`src/rtl/axil_reg_bank_if.sv`:
```
// AXI4-Lite slave-side bundle for axil_reg_bank: AW/W/B/AR/R channels.
interface axil_reg_bank_if #(
  parameter int unsigned ADDR_W = 12,
  parameter int unsigned DATA_W = 32
);
  logic [ADDR_W-1:0]   awaddr;
  logic [2:0]          awprot;
  logic                awvalid;
  logic                awready;
  logic [DATA_W-1:0]   wdata;
  logic [DATA_W/8-1:0] wstrb;
  logic                wvalid;
  logic                wready;
  logic [1:0]          bresp;
  logic                bvalid;
  logic                bready;
  logic [ADDR_W-1:0]   araddr;
  logic [2:0]          arprot;
  logic                arvalid;
  logic                arready;
  logic [DATA_W-1:0]   rdata;
  logic [1:0]          rresp;
  logic                rvalid;
  logic                rready;

  modport master (
    output awaddr, awprot, awvalid, wdata, wstrb, wvalid, bready,
           araddr, arprot, arvalid, rready,
    input  awready, wready, bresp, bvalid, arready, rdata, rresp, rvalid
  );

  modport slave (
    input  awaddr, awprot, awvalid, wdata, wstrb, wvalid, bready,
           araddr, arprot, arvalid, rready,
    output awready, wready, bresp, bvalid, arready, rdata, rresp, rvalid
  );
endinterface

```
`src/rtl/axil_reg_bank.sv`:
```
// Parametrised AXI4-Lite register bank with byte strobes, read-only status
// registers, per-register write pulses and SLVERR on out-of-range addresses.
module axil_reg_bank #(
  parameter int unsigned DATA_W   = 32,
  parameter int unsigned ADDR_W   = 12,
  parameter int unsigned NUM_REGS = 8,
  parameter logic [NUM_REGS-1:0]        RO_MASK   = '0,
  parameter logic [NUM_REGS*DATA_W-1:0] RESET_VAL = '0
) (
  input  logic                       aclk,
  input  logic                       areset,
  axil_reg_bank_if.slave             s,
  output logic [NUM_REGS*DATA_W-1:0] ctrl_out,
  input  logic [NUM_REGS*DATA_W-1:0] status_in,
  output logic [NUM_REGS-1:0]        wr_pulse
);

  localparam int unsigned STRB_W = DATA_W / 8;
  localparam int unsigned OFF_W  = $clog2(STRB_W);
  localparam int unsigned IDX_W  = ADDR_W - OFF_W;
  localparam int unsigned REG_W  = NUM_REGS * DATA_W;

  localparam logic [1:0] RESP_OKAY   = 2'b00;
  localparam logic [1:0] RESP_SLVERR = 2'b10;

  generate
    if (DATA_W != 32 && DATA_W != 64) begin : g_bad_data_w
      $error("axil_reg_bank: DATA_W must be 32 or 64");
    end
    if (NUM_REGS < 1 || NUM_REGS > 256 || (NUM_REGS * STRB_W) > (2 ** ADDR_W)) begin : g_bad_regs
      $error("axil_reg_bank: NUM_REGS out of range for ADDR_W");
    end
  endgenerate

  typedef enum logic {W_IDLE, W_RESP} w_state_e;
  typedef enum logic {R_IDLE, R_DATA} r_state_e;

  w_state_e            w_state_q, w_state_d;
  r_state_e            r_state_q, r_state_d;

  logic                aw_held_q, aw_held_d;
  logic                w_held_q,  w_held_d;
  logic [IDX_W-1:0]    w_idx_q,   w_idx_d;
  logic [DATA_W-1:0]   w_data_q,  w_data_d;
  logic [STRB_W-1:0]   w_strb_q,  w_strb_d;
  logic                awready_q, awready_d;
  logic                wready_q,  wready_d;
  logic                bvalid_q,  bvalid_d;
  logic [1:0]          bresp_q,   bresp_d;
  logic [NUM_REGS-1:0] pulse_q,   pulse_d;
  logic [REG_W-1:0]    regs_q,    regs_d;

  logic                ar_held_q, ar_held_d;
  logic [IDX_W-1:0]    r_idx_q,   r_idx_d;
  logic                arready_q, arready_d;
  logic                rvalid_q,  rvalid_d;
  logic [1:0]          rresp_q,   rresp_d;
  logic [DATA_W-1:0]   rdata_q,   rdata_d;

  logic                w_in_range_c;
  logic                r_in_range_c;

  assign w_in_range_c = (32'(w_idx_q) < NUM_REGS);
  assign r_in_range_c = (32'(r_idx_q) < NUM_REGS);

  // Write path: collect AW and W independently, commit one edge after both are held
  always_comb begin
    w_state_d = w_state_q;
    aw_held_d = aw_held_q;
    w_held_d  = w_held_q;
    w_idx_d   = w_idx_q;
    w_data_d  = w_data_q;
    w_strb_d  = w_strb_q;
    bvalid_d  = bvalid_q;
    bresp_d   = bresp_q;
    pulse_d   = '0;
    regs_d    = regs_q;

    case (w_state_q)
      W_IDLE: begin
        if (aw_held_q && w_held_q) begin
          bvalid_d  = 1'b1;
          bresp_d   = w_in_range_c ? RESP_OKAY : RESP_SLVERR;
          w_state_d = W_RESP;
          for (int i = 0; i < NUM_REGS; i++) begin
            if (w_in_range_c && (w_idx_q == IDX_W'(i)) && !RO_MASK[i]) begin
              pulse_d[i] = 1'b1;
              for (int b = 0; b < STRB_W; b++) begin
                if (w_strb_q[b]) begin
                  regs_d[i*DATA_W + b*8 +: 8] = w_data_q[b*8 +: 8];
                end
              end
            end
          end
        end else begin
          if (s.awvalid && awready_q) begin
            aw_held_d = 1'b1;
            w_idx_d   = s.awaddr[ADDR_W-1:OFF_W];
          end
          if (s.wvalid && wready_q) begin
            w_held_d = 1'b1;
            w_data_d = s.wdata;
            w_strb_d = s.wstrb;
          end
        end
      end
      W_RESP: begin
        if (s.bready) begin
          bvalid_d  = 1'b0;
          aw_held_d = 1'b0;
          w_held_d  = 1'b0;
          w_state_d = W_IDLE;
        end
      end
      default: w_state_d = W_IDLE;
    endcase

    awready_d = (w_state_d == W_IDLE) && !aw_held_d;
    wready_d  = (w_state_d == W_IDLE) && !w_held_d;
  end

  // Read path: capture index on AR, load response one edge later
  always_comb begin
    r_state_d = r_state_q;
    ar_held_d = ar_held_q;
    r_idx_d   = r_idx_q;
    rvalid_d  = rvalid_q;
    rresp_d   = rresp_q;
    rdata_d   = rdata_q;

    case (r_state_q)
      R_IDLE: begin
        if (ar_held_q) begin
          ar_held_d = 1'b0;
          rvalid_d  = 1'b1;
          rresp_d   = r_in_range_c ? RESP_OKAY : RESP_SLVERR;
          rdata_d   = '0;
          r_state_d = R_DATA;
          for (int i = 0; i < NUM_REGS; i++) begin
            if (r_in_range_c && (r_idx_q == IDX_W'(i))) begin
              rdata_d = RO_MASK[i] ? status_in[i*DATA_W +: DATA_W]
                                   : regs_q[i*DATA_W +: DATA_W];
            end
          end
        end else if (s.arvalid && arready_q) begin
          ar_held_d = 1'b1;
          r_idx_d   = s.araddr[ADDR_W-1:OFF_W];
        end
      end
      R_DATA: begin
        if (s.rready) begin
          rvalid_d  = 1'b0;
          r_state_d = R_IDLE;
        end
      end
      default: r_state_d = R_IDLE;
    endcase

    arready_d = (r_state_d == R_IDLE) && !ar_held_d;
  end

  always_ff @(posedge aclk) begin
    if (areset) begin
      w_state_q <= W_IDLE;
      aw_held_q <= 1'b0;
      w_held_q  <= 1'b0;
      w_idx_q   <= '0;
      w_data_q  <= '0;
      w_strb_q  <= '0;
      awready_q <= 1'b0;
      wready_q  <= 1'b0;
      bvalid_q  <= 1'b0;
      bresp_q   <= RESP_OKAY;
      pulse_q   <= '0;
      regs_q    <= RESET_VAL;
      r_state_q <= R_IDLE;
      ar_held_q <= 1'b0;
      r_idx_q   <= '0;
      arready_q <= 1'b0;
      rvalid_q  <= 1'b0;
      rresp_q   <= RESP_OKAY;
      rdata_q   <= '0;
    end else begin
      w_state_q <= w_state_d;
      aw_held_q <= aw_held_d;
      w_held_q  <= w_held_d;
      w_idx_q   <= w_idx_d;
      w_data_q  <= w_data_d;
      w_strb_q  <= w_strb_d;
      awready_q <= awready_d;
      wready_q  <= wready_d;
      bvalid_q  <= bvalid_d;
      bresp_q   <= bresp_d;
      pulse_q   <= pulse_d;
      regs_q    <= regs_d;
      r_state_q <= r_state_d;
      ar_held_q <= ar_held_d;
      r_idx_q   <= r_idx_d;
      arready_q <= arready_d;
      rvalid_q  <= rvalid_d;
      rresp_q   <= rresp_d;
      rdata_q   <= rdata_d;
    end
  end

  assign s.awready = awready_q;
  assign s.wready  = wready_q;
  assign s.bvalid  = bvalid_q;
  assign s.bresp   = bresp_q;
  assign s.arready = arready_q;
  assign s.rvalid  = rvalid_q;
  assign s.rresp   = rresp_q;
  assign s.rdata   = rdata_q;
  assign ctrl_out  = regs_q;
  assign wr_pulse  = pulse_q;

  // Protection bits and sub-word address bits carry no meaning here
  logic unused_ok;
  assign unused_ok = ^{s.awprot, s.arprot, s.awaddr[OFF_W-1:0], s.araddr[OFF_W-1:0]};

endmodule

```
`src/flat_wrapper.sv`:
```
// flat-port wrapper written by rule: the top's interface ports become plain ports
module axil_reg_bank_flat 
#(
  parameter int unsigned DATA_W   = 32,
  parameter int unsigned ADDR_W   = 12,
  parameter int unsigned NUM_REGS = 8,
  parameter logic [NUM_REGS-1:0]        RO_MASK   = '0,
  parameter logic [NUM_REGS*DATA_W-1:0] RESET_VAL = '0
)
  (aclk, areset, ctrl_out, status_in, wr_pulse, s_awaddr, s_awprot, s_awvalid, s_wdata, s_wstrb, s_wvalid, s_bready, s_araddr, s_arprot, s_arvalid, s_rready, s_awready, s_wready, s_bresp, s_bvalid, s_arready, s_rdata, s_rresp, s_rvalid);
  axil_reg_bank_if #(.ADDR_W(ADDR_W), .DATA_W(DATA_W)) s_i ();
  input  logic aclk;
  input  logic areset;
  output logic [NUM_REGS*DATA_W-1:0] ctrl_out;
  input  logic [NUM_REGS*DATA_W-1:0] status_in;
  output logic [NUM_REGS-1:0] wr_pulse;
  input wire logic [$bits(s_i.awaddr)-1:0] s_awaddr;
  input wire logic [$bits(s_i.awprot)-1:0] s_awprot;
  input wire logic [$bits(s_i.awvalid)-1:0] s_awvalid;
  input wire logic [$bits(s_i.wdata)-1:0] s_wdata;
  input wire logic [$bits(s_i.wstrb)-1:0] s_wstrb;
  input wire logic [$bits(s_i.wvalid)-1:0] s_wvalid;
  input wire logic [$bits(s_i.bready)-1:0] s_bready;
  input wire logic [$bits(s_i.araddr)-1:0] s_araddr;
  input wire logic [$bits(s_i.arprot)-1:0] s_arprot;
  input wire logic [$bits(s_i.arvalid)-1:0] s_arvalid;
  input wire logic [$bits(s_i.rready)-1:0] s_rready;
  output wire logic [$bits(s_i.awready)-1:0] s_awready;
  output wire logic [$bits(s_i.wready)-1:0] s_wready;
  output wire logic [$bits(s_i.bresp)-1:0] s_bresp;
  output wire logic [$bits(s_i.bvalid)-1:0] s_bvalid;
  output wire logic [$bits(s_i.arready)-1:0] s_arready;
  output wire logic [$bits(s_i.rdata)-1:0] s_rdata;
  output wire logic [$bits(s_i.rresp)-1:0] s_rresp;
  output wire logic [$bits(s_i.rvalid)-1:0] s_rvalid;
  assign s_i.awaddr = s_awaddr;
  assign s_i.awprot = s_awprot;
  assign s_i.awvalid = s_awvalid;
  assign s_i.wdata = s_wdata;
  assign s_i.wstrb = s_wstrb;
  assign s_i.wvalid = s_wvalid;
  assign s_i.bready = s_bready;
  assign s_i.araddr = s_araddr;
  assign s_i.arprot = s_arprot;
  assign s_i.arvalid = s_arvalid;
  assign s_i.rready = s_rready;
  assign s_awready = s_i.awready;
  assign s_wready = s_i.wready;
  assign s_bresp = s_i.bresp;
  assign s_bvalid = s_i.bvalid;
  assign s_arready = s_i.arready;
  assign s_rdata = s_i.rdata;
  assign s_rresp = s_i.rresp;
  assign s_rvalid = s_i.rvalid;
  axil_reg_bank #(.DATA_W(DATA_W), .ADDR_W(ADDR_W), .NUM_REGS(NUM_REGS), .RO_MASK(RO_MASK), .RESET_VAL(RESET_VAL)) u_core (.aclk(aclk), .areset(areset), .s(s_i), .ctrl_out(ctrl_out), .status_in(status_in), .wr_pulse(wr_pulse));
endmodule
```
`config.mk`:
```
export PLATFORM = sky130hd
export DESIGN_NAME = axil_reg_bank_flat
export DESIGN_NICKNAME = d
export VERILOG_FILES = /design/src/rtl/axil_reg_bank_if.sv /design/src/rtl/axil_reg_bank.sv /design/src/flat_wrapper.sv
export SDC_FILE = /design/constraint.sdc
export NUM_CORES = 1
export LEC_CHECK = 0
export CAP_MARGIN = 20
export CORE_AREA = 2 2 247 249
export DETAILED_ROUTE_END_ITERATION = 16
export DIE_AREA = 0 0 249 251
export RECOVER_POWER = 50
export SYNTH_ARGS = -nofsm -noshare
export SYNTH_HDL_FRONTEND = slang
export SYNTH_SLANG_ARGS = --single-unit
```
`constraint.sdc`:
```
create_clock -name aclk -period 2.3 [get_ports aclk]
set_clock_uncertainty 0.05 [all_clocks]
set_input_delay 0.46 -clock aclk [delete_from_list [all_inputs] [get_ports aclk]]
set_output_delay 0.46 -clock aclk [all_outputs]
set_load 0.1 [all_outputs]
```
==> flow_summary.rst, run 1 <==
.. list-table::
   :header-rows: 1

   * - Metric
     - Value
   * - Dominant cell by count in the synthesized netlist
     - dfxtp_1
   * - Maximum root-to-sink buffer count
     - 3
   * - Drt wl/cell
     - approximately 23 um
   * - Final Critical Period
     - about 2.2 ns
   * - Most instantiated flip-flop cell in the synthesis netlist
     - dfxtp_1
   * - Total placed instance area
     - 0.0199 mm2
   * - Via Count
     - 15229
   * - Yosys Warn Count
     - 0
   * - Post-detailed-route count of antenna-violating nets
     - 0
   * - Largest area contributor in the netlist
     - dfxtp_1
   * - Required arrival time at the worst endpoint
     - 2.63 ns
   * - Final Power
     - 15.4 mW
   * - # Max-Cap Violations
     - 0
   * - Max Fclk
     - 455 MHz
   * - Async set or reset register ratio after synthesis
     - 0
   * - Count of nets after finishing
     - 2529
   * - Count of unresolved DRC violations after routing
     - 0
   * - Reg-to-Reg End
     - u_core.s.rdata[5]$_SDFFE_PP0P_
   * - Worst Max-Slew Pin Slew
     - between 0.9 and 1 ns
   * - Clock latency on the worst-skew pair
     - 0.58 ns
   * - Gp weighted congestion
     - 0.868
   * - Vertical die dimension
     - approximately 250 um
   * - Setup tns final
     - 0 ns
   * - Maximum fanout along the worst path
     - 11
   * - Number of unique standard cell types used by synthesis
     - 46
   * - Startpoint of the lowest-slack hold path
     - areset
   * - Nature of the critical path startpoint
     - flop
   * - CTS root buf
     - clkbuf_16
   * - Post-Syn Instances
     - around 1900
   * - Depth of the most critical reg-to-reg path
     - 6
   * - Reg2reg setup slack
     - 0.10 ns
   * - Width of the chip
     - 249 um
   * - Die area
     - 0.0625 mm2
   * - Data arrival, critical path
     - 2.53 ns
   * - Total routing resource utilization after global routing
     - 0.213
   * - Initial Utilization
     - 0.262
   * - Initial DRC Count
     - around 1100
   * - Placeable core area
     - 0.0598 mm2
   * - Leakage
     - 8.20 nW
   * - Startpoint of the most critical setup path
     - u_core.r_idx_q[4]$_SDFFE_PP0P_
   * - Clock Sinks
     - 364
   * - Largest net degree at the start of global routing
     - around 180
   * - Cell area after layout
     - roughly 0.021 mm2
   * - Run status
     - finished, final reports clean
   * - TritonCTS clock tree
     - done
   * - Critical path endpoint category
     - flop
   * - Rows
     - 90
   * - Post-synth EDFFs
     - 0
   * - Vias per std cell
     - 5.05
   * - Reg-to-Reg Start
     - u_core.r_idx_q[4]$_SDFFE_PP0P_
   * - Clock transition at the registers of the reported paths
     - approximately 0.060 ns
   * - Final WL
     - 69200 um
   * - Number of buffers added on ports
     - 365
   * - Hold Path Class
     - input port to flop
   * - Number of pins with negative max-slew slack in the final report
     - 0
   * - Worst slew margin relative to its limit
     - 0.362
   * - Vias in the first global route
     - 14913
   * - Worst setup endpoint
     - u_core.s.rdata[5]$_SDFFE_PP0P_
   * - VDD IR max
     - 0.000555 V
   * - # IOs
     - 634
   * - Power per cell area
     - 745 mW/mm2
   * - Most numerous cell types in the synthesized netlist
     - 364 x dfxtp_1, 310 x nand2_1, 303 x nor2_1
   * - Leading cell types by total area after synthesis
     - dfxtp_1 47%, mux2i_1 12%, nand2_1 7.4%, nor2_1 7.3%, a21oi_1 5.9%
   * - Hold Violations, Final
     - 0
   * - Number of antenna repair diodes
     - 0
   * - Overflow left after global routing
     - 0
   * - Fraction of the yosys area taken by sequential cells
     - 0.466
   * - Worst setup slack after layout
     - between 0.1 and 0.15 ns
   * - Number of endpoints failing setup at the final stage
     - 0
   * - Post-route fraction of the period consumed by the critical path
     - 0.956
   * - Final hold slack
     - 0.165 ns
   * - Start-to-end type of the worst setup path
     - flop to flop
   * - #FFs+latches synth
     - 364
   * - Post-Synthesis Cell Area
     - 0.0156 mm2
   * - Proportion of layout cells with a drive suffix above 1
     - 0.248
   * - CTS H-tree depth
     - 2
   * - Layout area overhead
     - 32.4%
   * - Average cell area after synthesis
     - 8.45 um2
   * - Initial antenna violation count
     - 0
   * - First-pass GRT wire length
     - approximately 100000 um
   * - Portion of synthesized cell area occupied by the leading cell type
     - 0.466
   * - Worst slack after detailed placement
     - a little under 0.05 ns
   * - HPWL Detailed
     - between 50000 and 60000 um
   * - Clock buffer count from CTS
     - 43
   * - Router iterations before antenna repair
     - 6
-- stage by stage --
stage	cells	util
detailed placement	2935	0.332
global route	3013	0.346
floorplan	1853	-
CTS	3011	0.358
global placement	2935	0.332
finish	3013	0.346
-- layout make-up --
cell class	count	area [um2]
clock buffer	60	1270
sequential	364	7290
inverter	4	15.0
multi-input combinational	1324	7730
timing repair buffer	463	3140
fill	6239	39100
clock inverter	16	272
tap	782	978
-- layout by cell type (no fill, tap or decap), types with 13 or more instances in the layout --
cell type and count:
dfxtp_1 362, nand2_1 310, nor2_1 300, clkbuf_2 293
mux2i_1 188, a21oi_1 183, buf_4 88, clkdlybuf4s50_1 60
o22ai_1 54, clkbuf_16 45, mux2_2 42, o21ai_0 40
nor3_1 29, nand3_1 20, a2111oi_0 20, buf_12 19
a221oi_1 14, nand2b_1 13
-- sequential cells by signal (all words and copies together) (netlist names) --
register	cells
u_core.ar_held_q	1
u_core.aw_held_q	1
u_core.ctrl_out	256
u_core.r_idx_q	10
u_core.r_state_q	1
u_core.s.arready	1
u_core.s.awready	1
u_core.s.bresp	1
u_core.s.bvalid	1
u_core.s.rdata	32
u_core.s.rresp	1
u_core.s.rvalid	1
u_core.s.wready	1
u_core.w_data_q	32
u_core.w_held_q	1
u_core.w_idx_q	10
u_core.w_state_q	1
u_core.w_strb_q	4
u_core.wr_pulse	8
-- cell families after synthesis --
logic type | Yosys count | share of synthesized area
simple gates | 751 | 0.213
flops | 364 | 0.466
compound gates | 341 | 0.128
mux | 230 | 0.151
other cells | 1 | 0.000240
buf+inv | 165 | 0.0426
-- critical path, cell delays in order, from the launching register on --
cell       delay (ns)
dfxtp_1          0.34
or4b_1           0.61
nor2_2           0.21
buf_4            0.25
o21ai_0          0.14
a221oi_1         0.29
a2111oi_0        0.12
-- layer usage --
layer  track usage  routed length [um]  vias up
li1              -                   -     7066
met1         0.263               28500     7340
met2         0.363               32800      677
met3        0.0488                5460      146
met4        0.0776                2450        0
met5             0                   0        -
-- power breakdown --
part,internal [mW],total (mW),leakage (nW),switching [mW]
logic,0.428,1.37,4.51,0.945
clock network,4.64,7.50,0.754,2.86
registers,6.38,6.55,2.94,0.169
total,11.4,15.4,8.20,3.97
-- repair_timing --
| item | 4_1_cts | 5_1_grt |
|---|---|---|
| buffers inserted | 0 | 2 |
| hold buffers | 0 | 0 |
| gates resized for setup | 0 | 2 |
| endpoints found under the setup margin | 0 | 11 |
-- how the worst min path moves through the flow --
stage | end | cells past startpoint | slack, ns
3_3_place_gp | u_core.w_strb_q[2]$_SDFFE_PP0P_ | 2 | 0.39
4_1_cts | u_core.w_held_q$_SDFF_PP0_ | 2 | 0.14
5_1_grt | u_core.w_idx_q[3]$_SDFFE_PP0P_ | 2 | 0.16
3_5_place_dp | u_core.w_strb_q[3]$_SDFFE_PP0P_ | 2 | 0.41
6_report | u_core.w_held_q$_SDFF_PP0_ | 2 | 0.17
2_1_floorplan | u_core.w_strb_q[2]$_SDFFE_PP0P_ | 2 | 0.38
No activity file was read; power rests on OpenSTA's default activity.
==> run 2, diff against run 1 <==
- CTS_BUF_LIST: default -> sky130_fd_sc_hd__clkbuf_8
==> run 2 against run 1 <==
  * Register-to-register slack got worse by 0.02 ns
  * Worst hold slack improved by 0.13 ns
  * Cell area rose by 0.22%
  * Critical endpoint is now u_core.ctrl_out[225]$_SDFFE_PP0P_
  * First-iteration DRC count fell by 1.3%
  * Die area did not move
  * Flip-flop and latch count did not move
  * Highest routed layer unchanged
  * Largest cell class unchanged
==> flow_summary.rst, run 2 (synthesis gave the netlist of run 1 again) <==
.. list-table::
   :header-rows: 1

   * - Metric
     - Value
   * - Run status
     - finished, final reports clean (unchanged)
   * - Switching Power
     - 4.09 mW (was 3.97 mW)
   * - Post-route fraction of the period consumed by the critical path
     - 0.965 (was 0.956)
   * - Count of nets after finishing
     - 2558 (was 2529)
   * - # Max-Cap Violations
     - 0 (unchanged)
   * - Commonest non-fill, non-tap cell in the layout
     - dfxtp_1 (unchanged)
   * - Commonest cells after routing, fill and taps aside
     - 362 x dfxtp_1, 310 x nand2_1, 300 x nor2_1 (unchanged)
   * - Largest stage delay on the critical path
     - 0.62 ns (was 0.61 ns)
   * - Final WL
     - 69400 um (was 69200 um)
   * - Total routing resource utilization after global routing
     - 0.215 (was 0.213)
   * - Die area
     - 0.0625 mm2 (unchanged)
   * - CTS root buf
     - clkbuf_8 (was clkbuf_16)
   * - CTS H-tree depth
     - 3 (was 2)
   * - Overflow left after global routing
     - 0 (unchanged)
   * - Sequential cell area
     - 0.00729 mm2 (unchanged)
   * - Fraction of power spent switching nets
     - 0.276 (was 0.258)
   * - Clock transition at the registers of the reported paths
     - 0.06 ns (about the same)
   * - Layout area overhead
     - 32.7% (was 32.4%)
   * - Worst Max-Slew Pin Slew
     - 0.939 ns (was 0.956 ns)
   * - Combinational share of power
     - 0.093 (was 0.089)
   * - Clock buffer count from CTS
     - 70 (was 43)
   * - Hold Violations, Final
     - 0 (unchanged)
   * - VDD IR max
     - 0.000400 V (was 0.000555 V)
   * - Initial antenna violation count
     - 0 (unchanged)
   * - Leakage
     - 8.30 nW (was 8.20 nW)
   * - TritonCTS clock tree
     - done (unchanged)
   * - Router iterations before antenna repair
     - 6 (unchanged)
   * - Clock latency on the worst-skew pair
     - 0.68 ns (was 0.58 ns)
   * - Clock network fraction of total power
     - 0.464 (was 0.486)
   * - Final Critical Period
     - 2.22 ns (was 2.20 ns)
   * - Cell area after layout
     - 0.0208 mm2 (was 0.0207 mm2)
   * - Clock Sinks
     - 364 (unchanged)
   * - Start-to-end type of the worst setup path
     - flop to flop (unchanged)
   * - Number of endpoints failing setup at the final stage
     - 0 (unchanged)
   * - Width of the chip
     - 249 um (unchanged)
   * - Post-detailed-route count of antenna-violating nets
     - 0 (unchanged)
   * - Cell breakdown of the critical path
     - or4_1, nor4_2, buf_4, nand2b_1, buf_4, mux2i_1, nor2_1 (was or4b_1, nor2_2, buf_4, o21ai_0, a221oi_1, a2111oi_0)
   * - Largest net degree at the start of global routing
     - 184 (unchanged)
   * - Multi-input logic area
     - 0.00773 mm2 (about the same)
   * - Part of the power in registers
     - 0.443 (was 0.425)
   * - Max FFs per register
     - 256 (unchanged)
   * - Nature of the critical path startpoint
     - flop (unchanged)
   * - Placeable core area
     - 0.0598 mm2 (unchanged)
   * - Number of pins with negative max-slew slack in the final report
     - 0 (unchanged)
   * - Initial Utilization
     - 0.262 (unchanged)
   * - Setup tns final
     - 0 ns (unchanged)
   * - Worst slew margin relative to its limit
     - 0.374 (was 0.362)
   * - Cell type of the slowest stage on the worst timing path
     - or4_1 (was or4b_1)
   * - Required arrival time at the worst endpoint
     - 2.73 ns (was 2.63 ns)
   * - Total placed instance area
     - 0.0199 mm2 (unchanged)
   * - First-pass GRT wire length
     - 100000 um (was 99700 um)
   * - Vias in the first global route
     - 15130 (was 14913)
   * - Maximum root-to-sink buffer count
     - 3 (unchanged)
   * - Number of antenna repair diodes
     - 0 (unchanged)
   * - # IOs
     - 634 (unchanged)
   * - Most used cell, CP
     - buf_4
   * - Proportion of layout cells with a drive suffix above 1
     - 0.260 (was 0.248)
   * - Vertical die dimension
     - 251 um (unchanged)
   * - Rows
     - 90 (unchanged)
   * - Fill cell total of the finished layout
     - 6245 (was 6239)
   * - Maximum fanout along the worst path
     - 8 (was 11)
   * - Number of buffers added on ports
     - 365 (unchanged)
   * - Via Count
     - 15291 (was 15229)
   * - HPWL Detailed
     - 50200 um (unchanged)
   * - Data arrival, critical path
     - 2.65 ns (was 2.53 ns)
   * - Count of unresolved DRC violations after routing
     - 0 (unchanged)
   * - Max Fclk
     - 450 MHz (was 455 MHz)
   * - Initial DRC Count
     - 1077 (was 1091)
   * - Critical path endpoint category
     - flop (unchanged)
   * - Hold Path Class
     - input port to flop (unchanged)
   * - Drt wl/cell
     - 22.7 um (was 23.0 um)
   * - Vias per std cell
     - 4.99 (was 5.05)
   * - Unrepaired setup endpoints after global routing
     - false
   * - Internal power component
     - 10.7 mW (was 11.4 mW)
   * - Power per cell area
     - 713 mW/mm2 (was 745 mW/mm2)
   * - Gp weighted congestion
     - 0.868 (unchanged)
## run 2: cell types whose count changed in the layout (fill, tap and decap cells not counted), moves of 3 or more
| cell | before | now |
|---|---|---|
| buf_4 | 88 | 115 |
| bufinv_16 | 7 | 2 |
| clkbuf_1 | 6 | 1 |
| clkbuf_16 | 45 | 0 |
| clkbuf_2 | 293 | 266 |
| clkbuf_8 | 9 | 94 |
| clkinv_4 | 3 | 0 |
| inv_1 | 4 | 18 |
| inv_6 | 0 | 4 |
## run 2: cell type report
| type | instances | area share |
|---|---|---|
| Timing Repair Buffer | 465 | 0.156 |
| Clock buffer | 94 | 0.0623 |
| Sequential cell | 364 | 0.351 |
| Inverter | 4 | 0.000723 |
| Tap cell | 782 | 0.0471 |
| Multi-Input combinational cell | 1324 | 0.373 |
| Clock inverter | 29 | 0.00995 |
## run 2: metrics by stage
step	worst slack (ns)	hold slack [ns]	total power [mW]	util	instances
floorplan	0.246	0.382	7.39	-	1853
global placement	0.0958	0.388	8.03	0.332	2935
detailed placement	0.0493	0.408	8.05	0.332	2935
CTS	0.0762	0.228	15.0	0.358	3061
global route	0.00740	0.275	15.3	0.347	3062
finish	0.0800	0.299	14.8	0.347	3062
## run 2: power by group through the flow
stage | Clock, mW | Combinational [mW] | Sequential (mW)
2_1_floorplan | 0 | 0.743 | 6.65
3_3_place_gp | 0 | 1.35 | 6.68
3_5_place_dp | 0 | 1.37 | 6.69
4_1_cts | 7.03 | 1.37 | 6.55
5_1_grt | 7.33 | 1.45 | 6.56
6_report | 6.86 | 1.38 | 6.55
## run 2: per-layer routing
| layer | up-vias | global-route usage | wire (um) |
|---|---|---|---|
| met5 | - | 0 | 0 |
| met4 | 0 | 0.0861 | 2360 |
| met3 | 145 | 0.0561 | 5710 |
| met2 | 688 | 0.359 | 32600 |
| met1 | 7334 | 0.264 | 28800 |
| li1 | 7124 | - | - |
## run 2: repair_timing
| item | in CTS | in global routing |
|---|---|---|
| endpoints found under the setup margin | 1 | 11 |
| hold buffers | 1 | 0 |
| pin swaps | 0 | 1 |
| buffers inserted | 2 | 1 |
| hold endpoints to repair | 5 | 0 |
| resized for setup | 0 | 1 |
## run 2: worst paths after layout
| kind | slack (ns) | endpoint | start | cells after the start |
|---|---|---|---|---|
| setup / recovery | 0.08 | u_core.ctrl_out[225]$_SDFFE_PP0P_ | u_core.w_idx_q[5]$_SDFFE_PP0P_ | 7 |
| hold / removal | 0.30 | u_core.w_data_q[21]$_SDFFE_PP0P_ | s_wdata[21] | 3 |
| setup reg to reg | 0.08 | u_core.ctrl_out[225]$_SDFFE_PP0P_ | u_core.w_idx_q[5]$_SDFFE_PP0P_ | 7 |
| hold reg to reg | 0.41 | u_core.w_strb_q[2]$_SDFFE_PP0P_ | u_core.w_strb_q[2]$_SDFFE_PP0P_ | 2 |
## run 2: critical path: cells and delay by family, from the launching register on
kind	cells	cell delay, ns
multiplexers	1	0.18
AND/OR/NAND/NOR	4	1.03
buffers and inverters	2	0.41
flip-flops	1	0.34
==> run 3, diff against run 2 <==
- CORE_AREA: 2 2 247 249 -> default
- CORE_ASPECT_RATIO: default -> 0.9
- CORE_MARGIN: default -> 2
- CORE_UTILIZATION: default -> 23
- DIE_AREA: 0 0 249 251 -> default
==> run 3 against run 2 <==
  * Non-clock buffer count is 1 higher
  * Routed wire length is 2.8% higher
  * Cell area is 0.78% higher
  * First-iteration DRC count is 24% higher
  * Die area is 12% higher
  * Clock-buffer cell count is 9 lower
  * Total power is 0.65% higher
  * Critical path depth stayed put
==> flow_summary.rst, run 3 (synthesis gave the netlist of run 1 again) <==
.. list-table::
   :header-rows: 1

   * - Metric
     - Value
   * - Run status
     - finished, final reports clean (unchanged)
   * - Largest net degree at the start of global routing
     - 144 (was 184)
   * - Placeable core area
     - 0.0671 mm2 (was 0.0598 mm2)
   * - Final Power
     - 14.9 mW (was 14.8 mW)
   * - Maximum root-to-sink buffer count
     - 3 (unchanged)
   * - Count of hold-fix buffers inserted at cts
     - 0 (was 1)
   * - Total routing resource utilization after global routing
     - 0.197 (was 0.215)
   * - Worst setup endpoint
     - u_core.ctrl_out[237]$_SDFFE_PP0P_ (was u_core.ctrl_out[225]$_SDFFE_PP0P_)
   * - Final WL
     - 71300 um (was 69400 um)
   * - Width of the chip
     - 279 um (was 249 um)
   * - Initial DRC Count
     - 1340 (was 1077)
   * - Number of buffers added on ports
     - 365 (unchanged)
   * - Die area
     - 0.0701 mm2 (was 0.0625 mm2)
   * - Via Count
     - 15389 (was 15291)
   * - Proportion of layout cells with a drive suffix above 1
     - 0.260 (about the same)
   * - # IOs
     - 634 (unchanged)
   * - Depth of the most critical reg-to-reg path
     - 7 (unchanged)
   * - Max FFs per register
     - 256 (unchanged)
   * - Number of endpoints failing setup at the final stage
     - 0 (unchanged)
   * - Setup tns final
     - 0 ns (unchanged)
   * - TritonCTS clock tree
     - done (unchanged)
   * - Unrepaired setup endpoints after global routing
     - false (unchanged)
   * - Placed cell count
     - 3032 (was 2935)
   * - Rows
     - 90 (unchanged)
   * - Overflow left after global routing
     - 0 (unchanged)
   * - Buffers inserted during post-CTS setup optimization
     - 0 (was 2)
   * - Post-detailed-route count of antenna-violating nets
     - 0 (unchanged)
   * - Required arrival time at the worst endpoint
     - 2.74 ns (was 2.73 ns)
   * - Vias per std cell
     - 4.87 (was 4.99)
   * - HPWL Detailed
     - 52600 um (was 50200 um)
   * - VDD IR max
     - 0.000509 V (was 0.000400 V)
   * - Final Critical Period
     - 2.20 ns (was 2.22 ns)
   * - Max Fclk
     - 455 MHz (was 450 MHz)
   * - Maximum fanout along the worst path
     - 9 (was 8)
   * - Leakage
     - 8.34 nW (was 8.30 nW)
   * - Data arrival, critical path
     - 2.63 ns (was 2.65 ns)
   * - Clock Sinks
     - 364 (unchanged)
   * - Reg2reg setup slack
     - 0.10 ns (was 0.08 ns)
   * - CTS root buf
     - clkbuf_8 (unchanged)
   * - Post-route fraction of the period consumed by the critical path
     - 0.955 (was 0.965)
   * - Reg-to-Reg Start
     - u_core.w_idx_q[5]$_SDFFE_PP0P_ (unchanged)
   * - Count of unresolved DRC violations after routing
     - 0 (unchanged)
   * - Startpoint of the lowest-slack hold path
     - areset (was s_wdata[21])
   * - Commonest cells after routing, fill and taps aside
     - 362 x dfxtp_1, 310 x nand2_1, 300 x nor2_1 (unchanged)
   * - Nature of the critical path startpoint
     - flop (unchanged)
   * - Number of pins with negative max-slew slack in the final report
     - 0 (unchanged)
   * - Layout area overhead
     - 33.7% (was 32.7%)
   * - # Max-Cap Violations
     - 0 (unchanged)
   * - First-pass GRT wire length
     - 102000 um (was 100000 um)
   * - Critical path endpoint category
     - flop (unchanged)
   * - Hold Violations, Final
     - 0 (unchanged)
   * - Vertical die dimension
     - 251 um (about the same)
   * - Commonest non-fill, non-tap cell in the layout
     - dfxtp_1 (unchanged)
   * - Finished Layout Cells
     - 3158 (was 3062)
   * - Drt wl/cell
     - 22.6 um (was 22.7 um)
   * - Number of gates given a new drive strength after cts
     - 0 (unchanged)
   * - Clock latency on the worst-skew pair
     - 0.64 ns (was 0.68 ns)
   * - Power per cell area
     - 712 mW/mm2 (was 713 mW/mm2)
   * - Worst Max-Slew Pin Slew
     - 0.734 ns (was 0.939 ns)
   * - Clock buffer count from CTS
     - 69 (was 70)
   * - CTS H-tree depth
     - 3 (unchanged)
   * - Worst slew margin relative to its limit
     - 0.510 (was 0.374)
   * - Vias in the first global route
     - 15020 (was 15130)
   * - Initial antenna violation count
     - 3 (was 0)
   * - Initial Utilization
     - 0.233 (was 0.262)
   * - Router iterations before antenna repair
     - 5 (was 6)
   * - Reg-to-Reg End
     - u_core.ctrl_out[237]$_SDFFE_PP0P_ (was u_core.ctrl_out[225]$_SDFFE_PP0P_)
   * - Start-to-end type of the worst setup path
     - flop to flop (unchanged)
   * - Hold Path Class
     - input port to flop (unchanged)
   * - Startpoint of the most critical setup path
     - u_core.w_idx_q[5]$_SDFFE_PP0P_ (unchanged)
   * - Gp weighted congestion
     - 0.846 (was 0.868)
   * - Count of nets after finishing
     - 2558 (unchanged)
   * - Clock transition at the registers of the reported paths
     - 0.06 ns (about the same)
-- run 3: critical path, stage by stage, from the launching register on --
cell and delay, ns:
dfxtp_1 0.34, or4_1 0.62, nor4_2 0.27, buf_4 0.18, buf_4 0.20, nand2_1 0.20
nand2_1 0.12, a21oi_1 0.07
-- run 3: final cells by class --
type,count,area [um2]
antenna,3,7.51
clock buffer,85,1170
clock inverter,38,328
fill,7124,46200
inverter,4,15.0
multi-input combinational,1324,7720
sequential,364,7290
tap,874,1090
timing repair buffer,466,3290
-- run 3: layer usage --
layer  vias up  track usage  wire length (um)
li1       7140            -                 -
met1      7483        0.252             30800
met2       641        0.323             33000
met3       119       0.0514              5560
met4         6       0.0636              1900
met5         -            0                33
-- run 3: worst min-delay path by stage --
stage,cells after the start,end
after floorplan,2,u_core.w_strb_q[2]$_SDFFE_PP0P_
after global placement,2,u_core.w_strb_q[2]$_SDFFE_PP0P_
after detailed placement,2,u_core.w_strb_q[0]$_SDFFE_PP0P_
after CTS,2,u_core.w_idx_q[3]$_SDFFE_PP0P_
after global routing,2,u_core.w_idx_q[3]$_SDFFE_PP0P_
final,2,u_core.w_idx_q[2]$_SDFFE_PP0P_
-- run 3: through the flow --
step	area, um2	util	worst slack, ns	hold WS (ns)
floorplan	15600	-	0.246	0.382
global placement	20100	0.299	0.133	0.399
detailed placement	20100	0.299	0.126	0.402
CTS	21600	0.321	0.0998	0.0110
global route	20900	0.312	0.00504	0.0377
finish	20900	0.312	0.103	0.0856
-- run 3: power by group --
group	internal (mW)	switching, mW
Clock	3.94	2.99
Combinational	0.454	0.947
Sequential	6.38	0.167
Total	10.8	4.11
